## src/rtl/shared_op_arbiter.sv

```systemverilog
`default_nettype none
// ============================================================================
//  Module      : shared_op_arbiter
//  Description : Round-robin arbiter that shares one arithmetic unit
//                (ADD/SUB/MUL single-cycle, DIV/MOD iterative) between two
//                requesters and returns each result tagged with the
//                requester ID.
//  Options     : SHARED_OP_ARBITER_DIV_EN - build the iterative restoring
//                divider; when undefined DIV/MOD report resp_err.
//  Revision    : 1.0 - initial release
// ============================================================================
module shared_op_arbiter #(
    parameter int WIDTH = 32
) (
    input  logic             clock,
    input  logic             reset,
    input  logic             req_a_valid,
    input  logic [2:0]       req_a_op,
    input  logic [WIDTH-1:0] req_a_lhs,
    input  logic [WIDTH-1:0] req_a_rhs,
    output logic             req_a_ready,
    input  logic             req_b_valid,
    input  logic [2:0]       req_b_op,
    input  logic [WIDTH-1:0] req_b_lhs,
    input  logic [WIDTH-1:0] req_b_rhs,
    output logic             req_b_ready,
    output logic             resp_valid,
    input  logic             resp_ready,
    output logic [WIDTH-1:0] resp_data,
    output logic             resp_id,
    output logic             resp_err
);

    localparam logic [2:0] OP_ADD = 3'd0;
    localparam logic [2:0] OP_SUB = 3'd1;
    localparam logic [2:0] OP_MUL = 3'd2;
`ifdef SHARED_OP_ARBITER_DIV_EN
    localparam logic [2:0] OP_DIV = 3'd3;
    localparam logic [2:0] OP_MOD = 3'd4;
`endif

    localparam logic [1:0] S_IDLE   = 2'd0;
`ifdef SHARED_OP_ARBITER_DIV_EN
    localparam logic [1:0] S_DIVIDE = 2'd1;
`endif
    localparam logic [1:0] S_DONE   = 2'd2;

    // Common control / response state
    logic [1:0]       state_q,      state_d;
    logic             last_grant_q, last_grant_d;   // 0 = A, 1 = B
    logic [WIDTH-1:0] resp_data_q,  resp_data_d;
    logic             resp_id_q,    resp_id_d;
    logic             resp_err_q,   resp_err_d;

    // Arbitration and selected-request datapath
    logic             grant_b;
    logic             accept;
    logic [2:0]       sel_op;
    logic [WIDTH-1:0] sel_lhs;
    logic [WIDTH-1:0] sel_rhs;
    logic [WIDTH-1:0] fast_data;
    logic             fast_err;

`ifdef SHARED_OP_ARBITER_DIV_EN
    localparam int CW = (WIDTH > 1) ? $clog2(WIDTH) : 1;

    // Divider state: quo_q starts as the dividend magnitude and fills with
    // quotient bits from the bottom while the dividend shifts out the top.
    logic [WIDTH-1:0] quo_q,      quo_d;
    logic [WIDTH-1:0] rem_q,      rem_d;
    logic [WIDTH-1:0] dvs_q,      dvs_d;
    logic [CW-1:0]    cnt_q,      cnt_d;
    logic             is_mod_q,   is_mod_d;
    logic             neg_quo_q,  neg_quo_d;
    logic             neg_rem_q,  neg_rem_d;

    logic             start_div;
    logic [WIDTH-1:0] rem_shift;
    logic             trial_ge;
    logic [WIDTH-1:0] rem_next;
    logic [WIDTH-1:0] quo_next;
    logic [WIDTH-1:0] div_result;
`endif

    // Arbitration: a lone requester wins; on a tie the one not granted last wins
    always_comb begin
        grant_b     = req_b_valid && (!req_a_valid || !last_grant_q);
        req_a_ready = (state_q == S_IDLE) && !reset && req_a_valid && !grant_b;
        req_b_ready = (state_q == S_IDLE) && !reset && grant_b;
        accept      = req_a_ready || req_b_ready;
        sel_op      = grant_b ? req_b_op  : req_a_op;
        sel_lhs     = grant_b ? req_b_lhs : req_a_lhs;
        sel_rhs     = grant_b ? req_b_rhs : req_a_rhs;
    end

    // Single-cycle ops and error detection for the selected request
    always_comb begin
        fast_data = '0;
        fast_err  = 1'b0;
`ifdef SHARED_OP_ARBITER_DIV_EN
        start_div = 1'b0;
`endif
        case (sel_op)
            OP_ADD: fast_data = sel_lhs + sel_rhs;
            OP_SUB: fast_data = sel_lhs - sel_rhs;
            OP_MUL: fast_data = sel_lhs * sel_rhs;
`ifdef SHARED_OP_ARBITER_DIV_EN
            OP_DIV, OP_MOD: begin
                if (sel_rhs == '0) begin
                    fast_err = 1'b1;
                end else begin
                    start_div = 1'b1;
                end
            end
`endif
            default: fast_err = 1'b1;
        endcase
    end

`ifdef SHARED_OP_ARBITER_DIV_EN
    // One restoring-division step on magnitudes plus the final sign fix-up
    always_comb begin
        rem_shift  = {rem_q[WIDTH-2:0], quo_q[WIDTH-1]};
        trial_ge   = {rem_q, quo_q[WIDTH-1]} >= {1'b0, dvs_q};
        rem_next   = trial_ge ? (rem_shift - dvs_q) : rem_shift;
        quo_next   = {quo_q[WIDTH-2:0], trial_ge};
        // INT_MIN / -1 naturally wraps back to INT_MIN here
        if (is_mod_q) begin
            div_result = neg_rem_q ? (-rem_next) : rem_next;
        end else begin
            div_result = neg_quo_q ? (-quo_next) : quo_next;
        end
    end
`endif

    // Next-state logic for the IDLE / DIVIDE / DONE sequencer
    always_comb begin
        state_d      = state_q;
        last_grant_d = last_grant_q;
        resp_data_d  = resp_data_q;
        resp_id_d    = resp_id_q;
        resp_err_d   = resp_err_q;
`ifdef SHARED_OP_ARBITER_DIV_EN
        quo_d        = quo_q;
        rem_d        = rem_q;
        dvs_d        = dvs_q;
        cnt_d        = cnt_q;
        is_mod_d     = is_mod_q;
        neg_quo_d    = neg_quo_q;
        neg_rem_d    = neg_rem_q;
`endif
        case (state_q)
            S_IDLE: begin
                if (accept) begin
                    last_grant_d = grant_b;
                    resp_id_d    = grant_b;
`ifdef SHARED_OP_ARBITER_DIV_EN
                    if (start_div) begin
                        quo_d     = sel_lhs[WIDTH-1] ? (-sel_lhs) : sel_lhs;
                        dvs_d     = sel_rhs[WIDTH-1] ? (-sel_rhs) : sel_rhs;
                        rem_d     = '0;
                        cnt_d     = '0;
                        is_mod_d  = (sel_op == OP_MOD);
                        neg_quo_d = sel_lhs[WIDTH-1] ^ sel_rhs[WIDTH-1];
                        neg_rem_d = sel_lhs[WIDTH-1];
                        state_d   = S_DIVIDE;
                    end else begin
                        resp_data_d = fast_data;
                        resp_err_d  = fast_err;
                        state_d     = S_DONE;
                    end
`else
                    resp_data_d = fast_data;
                    resp_err_d  = fast_err;
                    state_d     = S_DONE;
`endif
                end
            end
`ifdef SHARED_OP_ARBITER_DIV_EN
            S_DIVIDE: begin
                quo_d = quo_next;
                rem_d = rem_next;
                cnt_d = cnt_q + 1'b1;
                if (cnt_q == CW'(WIDTH - 1)) begin
                    resp_data_d = div_result;
                    resp_err_d  = 1'b0;
                    state_d     = S_DONE;
                end
            end
`endif
            S_DONE: begin
                if (resp_ready) begin
                    state_d = S_IDLE;
                end
            end
            default: state_d = S_IDLE;
        endcase
    end

    // State registers with synchronous reset; an in-flight op is simply dropped
    always_ff @(posedge clock) begin
        if (reset) begin
            state_q      <= S_IDLE;
            last_grant_q <= 1'b1;
            resp_data_q  <= '0;
            resp_id_q    <= 1'b0;
            resp_err_q   <= 1'b0;
`ifdef SHARED_OP_ARBITER_DIV_EN
            quo_q        <= '0;
            rem_q        <= '0;
            dvs_q        <= '0;
            cnt_q        <= '0;
            is_mod_q     <= 1'b0;
            neg_quo_q    <= 1'b0;
            neg_rem_q    <= 1'b0;
`endif
        end else begin
            state_q      <= state_d;
            last_grant_q <= last_grant_d;
            resp_data_q  <= resp_data_d;
            resp_id_q    <= resp_id_d;
            resp_err_q   <= resp_err_d;
`ifdef SHARED_OP_ARBITER_DIV_EN
            quo_q        <= quo_d;
            rem_q        <= rem_d;
            dvs_q        <= dvs_d;
            cnt_q        <= cnt_d;
            is_mod_q     <= is_mod_d;
            neg_quo_q    <= neg_quo_d;
            neg_rem_q    <= neg_rem_d;
`endif
        end
    end

    assign resp_valid = (state_q == S_DONE);
    assign resp_data  = resp_data_q;
    assign resp_id    = resp_id_q;
    assign resp_err   = resp_err_q;

endmodule
`default_nettype wire

```

## config.mk

```make
export PLATFORM = sky130hd
export DESIGN_NAME = shared_op_arbiter
export DESIGN_NICKNAME = d
export VERILOG_FILES = /design/src/rtl/shared_op_arbiter.sv
export SDC_FILE = /design/constraint.sdc
export NUM_CORES = 2
export LEC_CHECK = 0
export ABC_AREA = 0
export CORE_MARGIN = 10
export CORE_UTILIZATION = 40
export CTS_CLUSTER_SIZE = 28
export DETAILED_ROUTE_END_ITERATION = 10
export GPL_TIMING_DRIVEN = 0
export PLACE_DENSITY_LB_ADDON = 0.15
export SLEW_MARGIN = 10
export SYNTH_ARGS = -nofsm -noshare
export SYNTH_HDL_FRONTEND = slang
export SYNTH_SLANG_ARGS = --single-unit
```

## constraint.sdc

```tcl
create_clock -name clock -period 31.8 [get_ports clock]
set_input_delay 6.36 -clock clock [delete_from_list [all_inputs] [get_ports clock]]
set_output_delay 6.36 -clock clock [all_outputs]
set_load 0.05 [all_outputs]
```

Word-level counts from Yosys, hierarchy flattened
Cells that the tools add are included.
{ "word_totals": {"reg_bits": 37, "latchBits": 0, "mem_bits_rw": 0, "romBits": 0, "in_bits": 139, "elab_cells": 37, "n_memories": 0} }
{ "op_classes": {"addsub": 2, "mul": 1, "n_div": 0, "n_lt_le_gt_ge": 0, "eq_ne": 5, "shift": 0, "muxes": 8, "n_bitwise": 0, "reduce_logical": 16} }
{ "op_table": {"columns": ["cell", "n"], "rows": [
  ["$pmux W32 S3", 1],
  ["$mux W32", 2],
  ["$add A32 B32 Y32", 1],
  ["$mul A32 B32 Y32", 1],
  ["$sub A32 B32 Y32", 1],
  ["$logic_and A1 B1 Y1", 5],
  ["$logic_not A1 Y1", 4],
  ["$mux W2", 2],
  ["$pmux W2 S2", 1],
  ["$reduce_and A2 Y1", 2],
  ["$eq A3 B1 Y1 const B", 1],
  ["$eq A3 B2 Y1 const B", 1],
  ["$logic_not A3 Y1", 1],
  ["$mux W3", 1],
  ["$reduce_or A3 Y1", 1],
  ["$eq A2 B2 Y1 const B", 1],
  ["$logic_not A2 Y1", 1],
  ["$logic_or A1 B1 Y1", 2],
  ["$ne A2 B1 Y1 const B", 1],
  ["$ne A2 B2 Y1 const B", 1],
  ["$mux W1", 1]
]} }

Depth between registers and ports, before layout
{ "depth": {"word_depth": 8, "depth_mapped": 37, "mapped_depth_nobuf": 30} }

Least setup slack after synthesis
No wires, ideal clock.
{ "synth_timing": {"kind": "input port to output port", "start": "input req_b_valid", "end": "output req_a_ready", "arrival_ns": 9.004, "required_ns": 25.440, "setup_slack_ns": 16.436, "stages": 10, "cell_sequence": "a21boi_2 > buf_6 > buf_6 > buf_6 > buf_4 > buf_2 > buf_2 > buf_2 > buf_2 > nor3_1"} }
{ "synth_between": {"elab_chain_cells": 3} }
{ "synth_rtl": {"columns": ["item", "line_no", "source"], "rows": [
  ["start: declaration", "22", "input logic req_b_valid,"],
  ["$logic_and A1 B1 Y1", "87", "grant_b = req_b_valid && (!req_a_valid || !last_grant_q);"],
  ["$logic_not A1 Y1", "88", "req_a_ready = (state_q == S_IDLE) && !reset && req_a_valid && !grant_b;"],
  ["$logic_and A1 B1 Y1", "88", null],
  ["end: declaration", "21", "output logic req_a_ready,"]
]} }
No other way between the ends.

Worst setup path in the final report
{ "layout_timing": {"start": "input req_b_valid", "end": "register resp_data_q[25] (netlist: resp_data[25])"} }
{ "layout_between": {"elab_chain_cells": 5, "word_cells_on_any_way": 16, "cone_classes": "add/sub (2); mul (1); eq/ne (2); mux (4); reduce/logical (7)"} }
{ "layout_rtl": {"columns": ["item", "line_no", "source"], "rows": [
  ["$logic_and A1 B1 Y1 (*)", "87", null],
  ["branches (longest 4 deep; another with $mul A32 B32 Y32)", null, null],
  ["end signal: assignment", "220", "resp_data_q <= resp_data_d;"],
  ["end: declaration", "51", "logic [WIDTH-1:0] resp_data_q, resp_data_d;"]
]} }
Mark *: on every way between the ends.
A chain may end at the register's enable or synchronous reset.

==> impl_metrics.py <==
metrics = {
    "run_status": {
        "outcome": "finished, final reports clean",
    },
    "worst_setup_path": {
        "worstSetupStartpoint": "req_b_valid",
        "cp_max_fo": 10,
        "crit_required_ns": 31.96,
        "start_kind": "input pin",
        "max_stage_delay_ns": 0.92,
        "arrival_ns": 18.88,
        "rr_startpoint": "last_grant_q$_SDFFE_PP1P_",
        "critPathBufInv": 12,
        "r2r_cells": 32,
        "critPathKind": "input pin to register",
        "crit_path_end_kind": "register",
        "cp_common_cell": "fa_1",
        "path_delay_family": "adder cells",
        "timing.rr.end": "resp_data[25]$_SDFFE_PP0P_",
        "cp-endpoint": "resp_data[25]$_SDFFE_PP0P_",
        "cp_slowest_cell": "mux2i_1",
        "cp.depth": 33,
        "r2r_setup_slack_ns": 19.40,
    },
    "floorplanning": {
        "die_area_um2": 59500,
        "die_h_um": 244,
        "coreArea_um2": 49900,
        "io_pins": 176,
        "core.rowCount": 82,
        "floorplan.initialDensity_pct": 40.2,
        "die_w_um": 244,
    },
    "sta": {
        "slew_headroom_pct": 5.06,
        "period_minus_slack_ns": 18.73,
        "finalCritPeriodShare_pct": 58.9,
        "worst_slew_pin_slew_ns": 1.38,
        "hold_viol_final": 0,
        "timing.fmax_mhz": 53.4,
        "whs_ns": 0.490,
        "skew_ns": 0.00848,
        "rsz0062_at_grt": "no",
        "tns_ns": 0,
        "drv_slew": 0,
        "setup_viol": 0,
    },
    "cells_and_area": {
        "fin_nets": 3294,
        "antenna_cells": 0,
        "finalNonFillerCells": 3264,
        "drive_gt1_share_pct": 3.24,
        "n_fill_cell": 5055,
        "syn_to_final_growth_pct": 14.4,
    },
    "placed_design": {
        "dp_hpwl_um": 72700,
        "portBuffers": 175,
        "dpl.cell_count": 3256,
        "globalplace.congestion": 0.998,
    },
    "clock_network": {
        "cts_buffers": 5,
        "clock_sinks": 36,
        "clock_latency_ns": 0.29,
        "cts.reportedPaths.clkPinSlew_ns": 0.06,
        "cts_hold_buf": 0,
        "cts_buffer_depth": 2,
        "cts_resized": 0,
        "postCtsSetupBuffers": 0,
        "htreeDepth": 2,
        "root_buffer": "clkbuf_16",
        "cts_tree": "done",
    },
    "yosys": {
        "synth_nets": 3106,
        "synthesis.area_um2": 20100,
        "ys_dominant_reg_cell": "dfxtp_1",
        "synth-seq-area-share_pct": 3.59,
        "ys_seq_elements": 36,
        "synthDistinctLibCells": 77,
        "yosysTopAreaCell": "fa_1",
        "synth_edf_count": 0,
        "yosys_warnings": 0,
        "syn_area_per_cell_um2": 8.35,
        "synthArstFlopShare_pct": 0,
        "synth_top_area_share_pct": 40.8,
        "synthCells": 2403,
        "synth.area.top_cells": "fa_1 (41%), ha_1 (9.7%), inv_1 (7.6%)",
    },
    "global_routing": {
        "grt-ovfl-total": 0,
        "grt_max_degree": 13,
        "grtUsageTotal_pct": 29.1,
        "antenna_found_initial": 1,
        "first_global_vias": 19000,
        "grt_first_pass_wirelength_um": 128000,
    },
    "routing": {
        "drt_wl_total_um": 87200,
        "vias_per_cell": 5.55,
        "ant_nets": 0,
        "drc": 0,
        "vias": 18100,
        "initialDrtViolationCount": 1663,
        "post_drt_wl_per_cell_um": 26.7,
        "drtPass1Iterations": 5,
    },
    "flow_run": {
        "max_cap_violations": 0,
    },
    "worst_hold_path": {
        "hp-class": "register to register",
    },
}
## metal layers
layer	track usage, %	up-vias	routed length, um
met5	0	-	13
met4	13.2	2	4850
met3	4.36	166	6710
met2	46.8	885	39700
met1	38.2	9215	35900
li1	-	7845	-
## cell type report
type	count	area, um^2	area share, %
plain buffers	88	370	1.61
clock buffers	5	125	0.545
clock inverters	3	42.5	0.185
inverters	426	1600	6.97
multi-input cells	1853	17400	75.9
flip-flops and latches	36	721	3.14
well taps	672	841	3.66
repair buffers	181	1820	7.94
## layout by cell type, fill, tap and decap left out, types with 9 or more instances in the layout
cell type        instances
fa_1                   409
inv_1                  408
nor2_1                 388
nand2_1                306
clkdlybuf4s50_1        175
ha_1                   155
xnor2_1                119
clkbuf_1                72
a21oi_1                 67
mux2i_1                 43
nor3_1                  39
xor2_1                  36
dfxtp_1                 36
o21ai_0                 35
a21o_1                  26
a221oi_1                21
mux2i_2                 17
mux2_2                  16
clkinv_1                15
o21a_1                  15
a31oi_1                 12
o21bai_1                11
nand4_1                 10
nand2b_1                 9
and3_1                   9
## worst register-to-register path: cells and delay by family, from the launching register on
| family | cells | cell delay [ns] |
|---|---|---|
| AO/OA/AOI/OAI | 7 | 2.00 |
| XOR/XNOR | 1 | 0.47 |
| adder cells (fa/ha/maj) | 9 | 4.11 |
| flip-flops | 1 | 0.34 |
| multiplexers | 1 | 0.93 |
| AND/OR/NAND/NOR | 3 | 1.10 |
| buffers and inverters | 11 | 3.30 |
## through the flow
stage / worst slack (ns) / util (%) / area [um^2]
finish: 13.07 / 46.0 / 22900
global route: 12.79 / 46.0 / 22900
CTS: 13.17 / 46.0 / 22900
detailed placement: 12.93 / 45.7 / 22800
global placement: 12.22 / 45.4 / 22700
floorplan: 16.44 / - / 20100
## registers in the layout (all words and copies together) (netlist names)
signal,count
resp_err,1
resp_data,32
resp_id,1
last_grant_q,1
state_q,1
## worst min-delay path by stage
stage	start	to	slack [ns]	cells past startpoint
final	resp_data[19]$_SDFFE_PP0P_	resp_data[19]$_SDFFE_PP0P_	0.49	2
after detailed placement	resp_data[24]$_SDFFE_PP0P_	resp_data[24]$_SDFFE_PP0P_	0.48	2
after floorplan	last_grant_q$_SDFFE_PP1P_	last_grant_q$_SDFFE_PP1P_	0.53	1
after CTS	resp_data[24]$_SDFFE_PP0P_	resp_data[24]$_SDFFE_PP0P_	0.49	2
after global placement	resp_err$_SDFFE_PP0P_	resp_err$_SDFFE_PP0P_	0.47	2
after global routing	resp_data[19]$_SDFFE_PP0P_	resp_data[19]$_SDFFE_PP0P_	0.51	2
## logic make-up after synthesis
logic type	synth area share [%]
muxes	4.11
AOI/OAI and AO/OA	8.88
xor gates and xnor gates	6.77
DFF	3.59
adders and majority gates	50.5
and+or+nand+nor	16.3
buffers and inverters	9.82
## synthesized netlist by cell type (21+ instances only)
master,count
clkbuf_1,72
o21ai_0,35
a21o_1,26
nor2_1,388
fa_1,409
xnor2_1,119
nor3_1,39
mux2i_1,56
a221oi_1,21
a21oi_1,67
inv_1,408
xor2_1,36
nand2_1,306
ha_1,155
dfxtp_1,36
Power is not shown: default switching activity piles up to over one toggle a cycle in this logic, so the estimate is an artifact.
